<file path="src/rtl/casex_slot_sequencer.sv">
`default_nettype none
// ============================================================================
// Module      : casex_slot_sequencer
// Description : Samples a selector while idle and finds the first matching
//               entry in a small programmable don't-care pattern table. It
//               then runs one update slot for that entry: a fixed setup
//               delay, a registered output update with a one-cycle pulse,
//               and a fixed hold delay before the selector is sampled again.
// Revision    : 1.0 - initial release
// ============================================================================
module casex_slot_sequencer #(
    parameter int WIDTH   = 4,  // selector / pattern / result width
    parameter int ENTRIES = 3,  // pattern table depth (1..4)
    parameter int SETUP   = 3,  // cycles from sample to output update (>=1)
    parameter int HOLD    = 3   // cycles output is held before resampling (>=1)
) (
    input  logic             clk,
    input  logic             reset,
    input  logic [WIDTH-1:0] sel,
    input  logic             cfg_we,
    input  logic [1:0]       cfg_idx,
    input  logic [WIDTH-1:0] cfg_pat,
    input  logic [WIDTH-1:0] cfg_care,
    input  logic [WIDTH-1:0] cfg_res,
    output logic [WIDTH-1:0] value_out,
    output logic             upd,
    output logic             miss,
    output logic             busy,
    output logic [1:0]       hit_idx
);

    // ------------------------------------------------------------------
    // Constants
    // ------------------------------------------------------------------
    localparam int MAX_DLY = (SETUP > HOLD) ? SETUP : HOLD;
    localparam int CNT_W   = $clog2(MAX_DLY) + 1;

    // The counter runs from N-1 down to 0, so each phase lasts N cycles.
    localparam logic [CNT_W-1:0] C_SETUP_LOAD = CNT_W'(SETUP - 1);
    localparam logic [CNT_W-1:0] C_HOLD_LOAD  = CNT_W'(HOLD - 1);

    typedef enum logic [1:0] {
        ST_IDLE  = 2'd0,
        ST_SETUP = 2'd1,
        ST_HOLD  = 2'd2
    } state_t;

    // ------------------------------------------------------------------
    // Table reset contents. e1 leaves bit 1 as don't-care (00x1); entries
    // beyond the programmed defaults compare all bits against all-ones.
    // ------------------------------------------------------------------
    function automatic logic [WIDTH-1:0] rst_pat(input int idx);
        case (idx)
            0:       return '0;
            1:       return WIDTH'(1);
            2:       return WIDTH'(4);
            default: return '1;
        endcase
    endfunction

    function automatic logic [WIDTH-1:0] rst_care(input int idx);
        case (idx)
            1:       return ~WIDTH'(2);
            default: return '1;
        endcase
    endfunction

    function automatic logic [WIDTH-1:0] rst_res(input int idx);
        case (idx)
            1:       return WIDTH'(1);
            2:       return WIDTH'(2);
            default: return '0;
        endcase
    endfunction

    // ------------------------------------------------------------------
    // State
    // ------------------------------------------------------------------
    state_t           state_q,   state_d;
    logic [CNT_W-1:0] cnt_q,     cnt_d;
    logic [WIDTH-1:0] res_lat_q, res_lat_d;
    logic [WIDTH-1:0] value_q,   value_d;
    logic             upd_q,     upd_d;
    logic             miss_q,    miss_d;
    logic [1:0]       hit_idx_q, hit_idx_d;

    logic [WIDTH-1:0] pat_q  [ENTRIES];
    logic [WIDTH-1:0] pat_d  [ENTRIES];
    logic [WIDTH-1:0] care_q [ENTRIES];
    logic [WIDTH-1:0] care_d [ENTRIES];
    logic [WIDTH-1:0] res_q  [ENTRIES];
    logic [WIDTH-1:0] res_d  [ENTRIES];

    // ------------------------------------------------------------------
    // Match logic
    // ------------------------------------------------------------------
    logic [ENTRIES-1:0] hit_vec;
    logic               any_hit;
    logic [1:0]         first_idx;
    logic [WIDTH-1:0]   first_res;

    // Per-entry wildcard compare against the registered table contents, so a
    // write landing in the sample cycle does not influence that sample.
    for (genvar gi = 0; gi < ENTRIES; gi++) begin : g_match
        assign hit_vec[gi] = (((sel ^ pat_q[gi]) & care_q[gi]) == '0);
    end

    // Priority select: scanning from the top down, the last hit assigned is
    // the lowest index, which is the one that wins.
    always_comb begin
        any_hit   = 1'b0;
        first_idx = 2'd0;
        first_res = '0;
        for (int i = ENTRIES - 1; i >= 0; i--) begin
            if (hit_vec[i]) begin
                any_hit   = 1'b1;
                first_idx = 2'(i);
                first_res = res_q[i];
            end
        end
    end

    // ------------------------------------------------------------------
    // Table write path
    // ------------------------------------------------------------------
    // Writes land in any state; indices at or beyond ENTRIES match no entry
    // and are therefore dropped.
    always_comb begin
        for (int i = 0; i < ENTRIES; i++) begin
            pat_d[i]  = pat_q[i];
            care_d[i] = care_q[i];
            res_d[i]  = res_q[i];
            if (cfg_we && (int'(cfg_idx) == i)) begin
                pat_d[i]  = cfg_pat;
                care_d[i] = cfg_care;
                res_d[i]  = cfg_res;
            end
        end
    end

    // Table registers, restored to their default contents on reset.
    always_ff @(posedge clk) begin
        for (int i = 0; i < ENTRIES; i++) begin
            if (reset) begin
                pat_q[i]  <= rst_pat(i);
                care_q[i] <= rst_care(i);
                res_q[i]  <= rst_res(i);
            end else begin
                pat_q[i]  <= pat_d[i];
                care_q[i] <= care_d[i];
                res_q[i]  <= res_d[i];
            end
        end
    end

    // ------------------------------------------------------------------
    // Slot sequencer
    // ------------------------------------------------------------------
    // Next-state and registered-output logic. The result and index are
    // latched at the sample, so selector or table changes mid-slot have no
    // effect on the slot in progress.
    always_comb begin
        state_d   = state_q;
        cnt_d     = cnt_q;
        res_lat_d = res_lat_q;
        value_d   = value_q;
        upd_d     = 1'b0;
        miss_d    = 1'b0;
        hit_idx_d = hit_idx_q;

        case (state_q)
            ST_IDLE: begin
                if (any_hit) begin
                    res_lat_d = first_res;
                    hit_idx_d = first_idx;
                    cnt_d     = C_SETUP_LOAD;
                    state_d   = ST_SETUP;
                end else begin
                    miss_d = 1'b1;
                end
            end
            ST_SETUP: begin
                if (cnt_q == '0) begin
                    // Always reload, even if the value is unchanged, so the
                    // consumer sees one upd pulse per slot.
                    value_d = res_lat_q;
                    upd_d   = 1'b1;
                    cnt_d   = C_HOLD_LOAD;
                    state_d = ST_HOLD;
                end else begin
                    cnt_d = cnt_q - 1'b1;
                end
            end
            ST_HOLD: begin
                if (cnt_q == '0) begin
                    state_d = ST_IDLE;
                end else begin
                    cnt_d = cnt_q - 1'b1;
                end
            end
            default: begin
                state_d = ST_IDLE;
                cnt_d   = '0;
            end
        endcase
    end

    // Sequencer registers. Reset aborts any slot in progress.
    always_ff @(posedge clk) begin
        if (reset) begin
            state_q   <= ST_IDLE;
            cnt_q     <= '0;
            res_lat_q <= '0;
            value_q   <= '0;
            upd_q     <= 1'b0;
            miss_q    <= 1'b0;
            hit_idx_q <= 2'd0;
        end else begin
            state_q   <= state_d;
            cnt_q     <= cnt_d;
            res_lat_q <= res_lat_d;
            value_q   <= value_d;
            upd_q     <= upd_d;
            miss_q    <= miss_d;
            hit_idx_q <= hit_idx_d;
        end
    end

    // ------------------------------------------------------------------
    // Outputs
    // ------------------------------------------------------------------
    assign value_out = value_q;
    assign upd       = upd_q;
    assign miss      = miss_q;
    assign busy      = (state_q != ST_IDLE);
    assign hit_idx   = hit_idx_q;

endmodule
`default_nettype wire

</file>
<file path="config.mk">
export PLATFORM = sky130hd
export DESIGN_NAME = casex_slot_sequencer
export DESIGN_NICKNAME = d
export VERILOG_FILES = /design/src/rtl/casex_slot_sequencer.sv
export SDC_FILE = /design/constraint.sdc
export NUM_CORES = 1
export LEC_CHECK = 0
export CORE_ASPECT_RATIO = 0.75
export CORE_UTILIZATION = 62
export CTS_CLUSTER_SIZE = 40
export DETAILED_ROUTE_END_ITERATION = 16
export DONT_BUFFER_PORTS = 1
export HOLD_SLACK_MARGIN = 0.02
export PLACE_DENSITY = 0.78
export SLEW_MARGIN = 20
export SYNTH_ARGS = -nofsm -noshare
export SYNTH_HDL_FRONTEND = slang
export SYNTH_SLANG_ARGS = --single-unit
</file>
<file path="constraint.sdc">
create_clock -name clk -period 2.1 [get_ports clk]
set_input_delay 0.525 -clock clk [delete_from_list [all_inputs] [get_ports clk]]
set_output_delay 0.525 -clock clk [all_outputs]
set_load 0.02 [all_outputs]
</file>
## Word level (Yosys, flattened, before mapping)

Memory sizes are Yosys's and may differ from the RTL's.
Cells that the tools add are included.

| cells by class | value |
|---|---|
| add/subtract/negate cells | 1 |
| equal/unequal tests | 8 |
| bitwise gates (word level) | 17 |
| muxes and demuxes | 46 |
| reduce and logical (&&, ||, !) cells | 16 |

Operator list:

| cell | count |
|---|---|
| 4-bit two-way mux | 27 |
| 4-bit AND | 3 |
| 4-bit logical NOT | 3 |
| 2-bit two-way mux | 6 |
| 4-bit bitwise XOR | 3 |
| 3-bit two-way mux | 3 |
| 1-bit OR | 9 |
| 3-bit case mux with 3 select lines | 1 |
| 1-bit two-way mux | 8 |
| 2-bit != test (second input constant) | 4 |
| 2-bit == test (second input constant) | 3 |
| 2-bit case mux with 3 select lines | 1 |
| 2-bit AND reduction | 3 |
| 2-bit logical NOT | 2 |
| 2-bit OR reduction | 2 |
| 1-bit logical AND | 3 |
| 3-bit logical NOT | 1 |
| 3-bit AND reduction | 1 |
| 3-bit by 1-bit subtractor with 3-bit output (second input constant) | 1 |
| 2-bit by 1-bit == test with 1-bit output (second input constant) | 1 |
| 1-bit inverter | 2 |
| 2-bit nonzero test | 1 |

| storage, ports and cells | value |
|---|---|
| memory bits (writable) | 36 |
| register bits after elaboration | 17 |
| memories | 3 |
| input port bits | 21 |
| word-level logic and storage cells | 98 |

Memories:

| name | depth | width | rd ports | clocked after Yosys merged registers in | wr ports | RTL line | source |
|---|---|---|---|---|---|---|---|
| care_q | 3 | 4 | 3 | 0 | 3 | 89 | `logic [WIDTH-1:0] care_q [ENTRIES];` |
| pat_q | 3 | 4 | 3 | 0 | 3 | 87 | `logic [WIDTH-1:0] pat_q [ENTRIES];` |
| res_q | 3 | 4 | 3 | 0 | 3 | 91 | `logic [WIDTH-1:0] res_q [ENTRIES];` |

## Depth between registers and ports, before layout

| logic depth | value |
|---|---|
| depth after elaboration | 8 |
| gate-level depth with buffers | 8 |
| mapped depth without buffers | 7 |

## Worst setup path after synthesis

No wires, ideal clock.

| timing path | value |
|---|---|
| path type | input-to-reg |
| from | input port sel[1] |
| to | register res_lat_q[0] |
| path buffers | 0 |
| library setup time | 0.119 ns |
| arrival | 1.551 ns |
| setup slack | 0.430 ns |
| stages | 5 |
| path through | xor2_1 a22oi_2 a211oi_2 a221o_1 o221a_1 |

| on the way | value |
|---|---|
| cells in the longest elaborated chain, start to end | 7 |

RTL lines:

| what | RTL line | source |
|---|---|---|
| start, declared | 19 | `input logic [WIDTH-1:0] sel,` |
| 4-bit bitwise XOR | 105 | `assign hit_vec[gi] = (((sel ^ pat_q[gi]) & care_q[gi]) == '0);` |
| 4-bit AND | 105 |  |
| 4-bit logical NOT | 105 |  |
| 1-bit two-way mux (3 in series) | 115 | `if (hit_vec[i]) begin` |
| 2-bit AND reduction (no line) | -- |  |
| end signal, assigned | 221 | `res_lat_q <= res_lat_d;` |
| end, declared | 81 | `logic [WIDTH-1:0] res_lat_q, res_lat_d;` |

Parallel ways exist; a longest one is shown, timed or not.
A chain may end at the register's enable or synchronous reset.

## Worst setup path after layout

| timing path | value |
|---|---|
| from | register state_q[0] |
| to | output port busy |

| on the way | value |
|---|---|
| cells in the longest elaborated chain, start to end | 1 |

RTL lines:

| what | RTL line | source |
|---|---|---|
| start, declared | 79 | `state_t state_q, state_d;` |
| start signal, assigned | 219 | `state_q <= state_d;` |
| 2-bit nonzero test | 235 | `assign busy = (state_q != ST_IDLE);` |
| end, declared | 28 | `output logic busy,` |

No other way between the ends.

==> summary.md <==
| Metric | Value |
|---|---|
| Initial antenna violation count | `0` |
| Vias | `1844` |
| # nets final | `295` |
| Pre-CTS setup slack | `0.306 ns` |
| Cells after DPL | `317` |
| Final hold vios | `0` |
| Register area | `between 0.001 and 0.0015 sq mm` |
| Clk slew on worst S/H paths | `0.09 ns` |
| Crit end category | `output pin` |
| Overall die width | `73.5 um` |
| Antenna fix cells | `0` |
| Post-detail-place hpwl | `3.44 mm` |
| Reg power frac | `54.0%` |
| Sw Ratio | `between 20 and 30%` |
| CTS H-tree depth | `2` |
| Fillers | `about 330` |
| Maximum buffer depth of the clock tree | `2` |
| Number of synthesized flops with an enable pin | `0` |
| P_sw | `0.638 mW` |
| Setup Fix Bufs, Post-CTS | `0` |
| GP Congestion | `0.785` |
| Synth Register Bits | `53` |
| Max Fclk | `542 MHz` |
| Max FO, Critical Path | `11` |
| Final ANT Viol Nets | `0` |
| Syn-to-layout area delta | `3.68%` |
| WS Path Type | `reg -> out` |
| Buffers plus inverters on the worst setup path | `2` |
| Io pins | `30` |
| Clk pwr share | `25.7%` |
| Clock insertion delay at the later pin of the skew report | `0.30 ns` |
| Largest net degree at the start of global routing | `54` |
| CTS buffer count | `5` |
| Slew @ Worst Pin | `0.623 ns` |
| Crit path time final | `roughly 1.8 ns` |
| Slowest stage cell, crit path | `dfxtp_1` |
| Slew margin rel. | `58.4%` |
| Pwr per Cell Area | `875 mW/mm^2` |
| Die ar. | `0.00409 sq mm` |
| CP Data Arrival Time | `1.32 ns` |
| Crit path max-delay family | `flip-flops` |
| Final period utilization | `87.9%` |
| Setup violators final | `0` |
| GRT Total Usage | `26.6%` |
| DR iter-0 viols | `155` |
| DRC errors left | `0` |
| Status | `finished, final reports clean` |
| Post-synthesis net count | `302` |
| Ys flop type | `dfxtp_1` |
| Via/cell ratio | `5.67` |
| CTS tree | `yes` |
| Logic pwr share | `between 20% and 30%` |
| First-pass GRT wire length | `8.19 mm` |
| Post-CTS sizing | `0` |
| RSZ-0062 raised after global routing | `no` |
| Sequential element share of the synthesized area | `44.6%` |
| Clock sinks | `53` |
| Worst setup SP type | `flip-flop` |
| Grt ovf | `0` |
| Crit-path max cell delay | `0.53 ns` |
| WP data required | `1.57 ns` |
| Non-filler instance count after layout | `325` |
| Post-synthesis async set-or-reset flop share | `0%` |
| Area after DPL | `0.00238 sq mm` |
| DR pass1 iterations | `7` |
| Area of the mapped netlist | `0.00238 sq mm` |
| Row cnt | `19` |
| Core ar. | `between 0.003 and 0.004 sq mm` |
| Port Buffers | `0` |
| Synth unique cells | `37` |
| Final max-slew violation count | `0` |
| Total Neg Setup Slack | `0 ns` |
| Final instance area | `0.00247 sq mm` |
| Slack of the critical path | `0.253 ns` |
| CTS Hold Bufs | `0` |
| P_int | `1.52 mW` |
| P_leak | `0.978 nW` |
| Yosys Warn Count | `0` |
| Vias in the first global route | `roughly 1.7k` |
| Max-cap violations | `0` |
| Min-delay worst type | `in -> reg` |
| CP cell instances | `nor2_1, buf_4, bufinv_8` |
| Worst Skew | `0.00802 ns` |
| Syn avg cell area | `between 8 and 9 sq um` |
| Final Util | `67.4%` |
| Routed len/inst | `around 16 um` |
| CTS root buffer | `clkbuf_8` |
| Initial core utilization | `65.0%` |
| Area of the multi-input gates | `0.00122 sq mm` |
| Worst hold slack | `around 0.28 ns` |
| Syn Inst Count | `about 280` |
| Die Ht | `roughly 56 um` |
| Pwr Total | `2.16 mW` |
| Final WL | `about 5.1 mm` |
| Max VDD drop | `0.000597 V` |
| Layout cell share with drive strength beyond 1 | `around 7.0%` |
[power by group through the flow]
stage	clock network, mW	registers (mW)	logic (mW)
after floorplan	0	1.16	0.399
after global placement	0	1.19	0.423
after detailed placement	0	1.19	0.436
after CTS	0.561	1.16	0.438
after global routing	0.610	1.18	0.484
final	0.554	1.17	0.438
[metal layers]
layer	vias up	part of all wire (%)	global-route usage [%]	routed length, um
li1	933	-	-	-
met1	851	50	40.6	2570
met2	50	42	36.3	2160
met3	10	6.2	7.07	314
met4	0	1.1	7.97	57
met5	-	0	0	0
[registers in the layout, summed over array words and instances, names as in the netlist, 2 cells and up]
| signal | count |
|---|---|
| cnt_q | 3 |
| care_q | 12 |
| res_q | 12 |
| res_lat_q | 4 |
| value_out | 4 |
| hit_idx | 2 |
| state_q | 2 |
| pat_q | 12 |
[cell usage after synthesis, drive strengths merged (3+ instances only)]
master / instances / area (sq um)
nand3b: 17 / 128
xor2: 12 / 120
a21oi: 24 / 120
mux2i: 4 / 40.0
clkbuf: 14 / 52.6
nor2b: 3 / 18.8
o21a: 5 / 37.5
nor2: 20 / 75.1
dfxtp: 53 / 1060
nand3: 3 / 15.0
a22oi: 5 / 47.5
a221o: 4 / 40.0
o21ai: 4 / 20.0
nand2: 76 / 293
o221a: 4 / 45.0
nor3: 6 / 30.0
[layout by cell type (no fill, tap or decap), drive strengths merged, types with 3 or more instances in the layout]
master  count
a21oi      24
a221o       4
a22oi       5
clkbuf      6
dfxtp      53
mux2i       4
nand2      76
nand3       3
nand3b     17
nor2       20
nor2b       3
nor3        6
o21a        5
o21ai       4
o221a       4
xor2       12
[cells by family after synthesis]
group                      Yosys count  share of synthesized area (%)
and+or+nand+nor                    134                           26.4
buffers and inverters               19                           4.21
muxes                                5                           2.16
xor gates and xnor gates            12                           5.05
DFF                                 53                           44.6
adders and majority gates            2                           1.05
AOI/OAI and AO/OA                   54                           16.5
[worst paths after layout]
check                                start                        end  slack (ns)  depth (start not counted)
setup / recovery   state_q[0]$_SDFFE_PP0P_                       busy        0.25                          3
hold / removal                       reset  value_out[0]$_SDFFE_PP0P_        0.28                          1
setup reg to reg     cnt_q[0]$_SDFFE_PP0P_  value_out[1]$_SDFFE_PP0P_        0.39                          6
hold reg to reg   res_q[0][0]$_SDFFE_PP0P_   res_q[0][0]$_SDFFE_PP0P_        0.46                          2
[layout make-up]
class,count,share of cell area [%]
multi-input combinational,207,49.4
sequential,53,43.0
clock buffer,6,2.94
tap,52,2.64
inverter,3,1.01
timing repair buffer,2,0.609
clock inverter,2,0.406
Power figures use the tool's default switching activity.
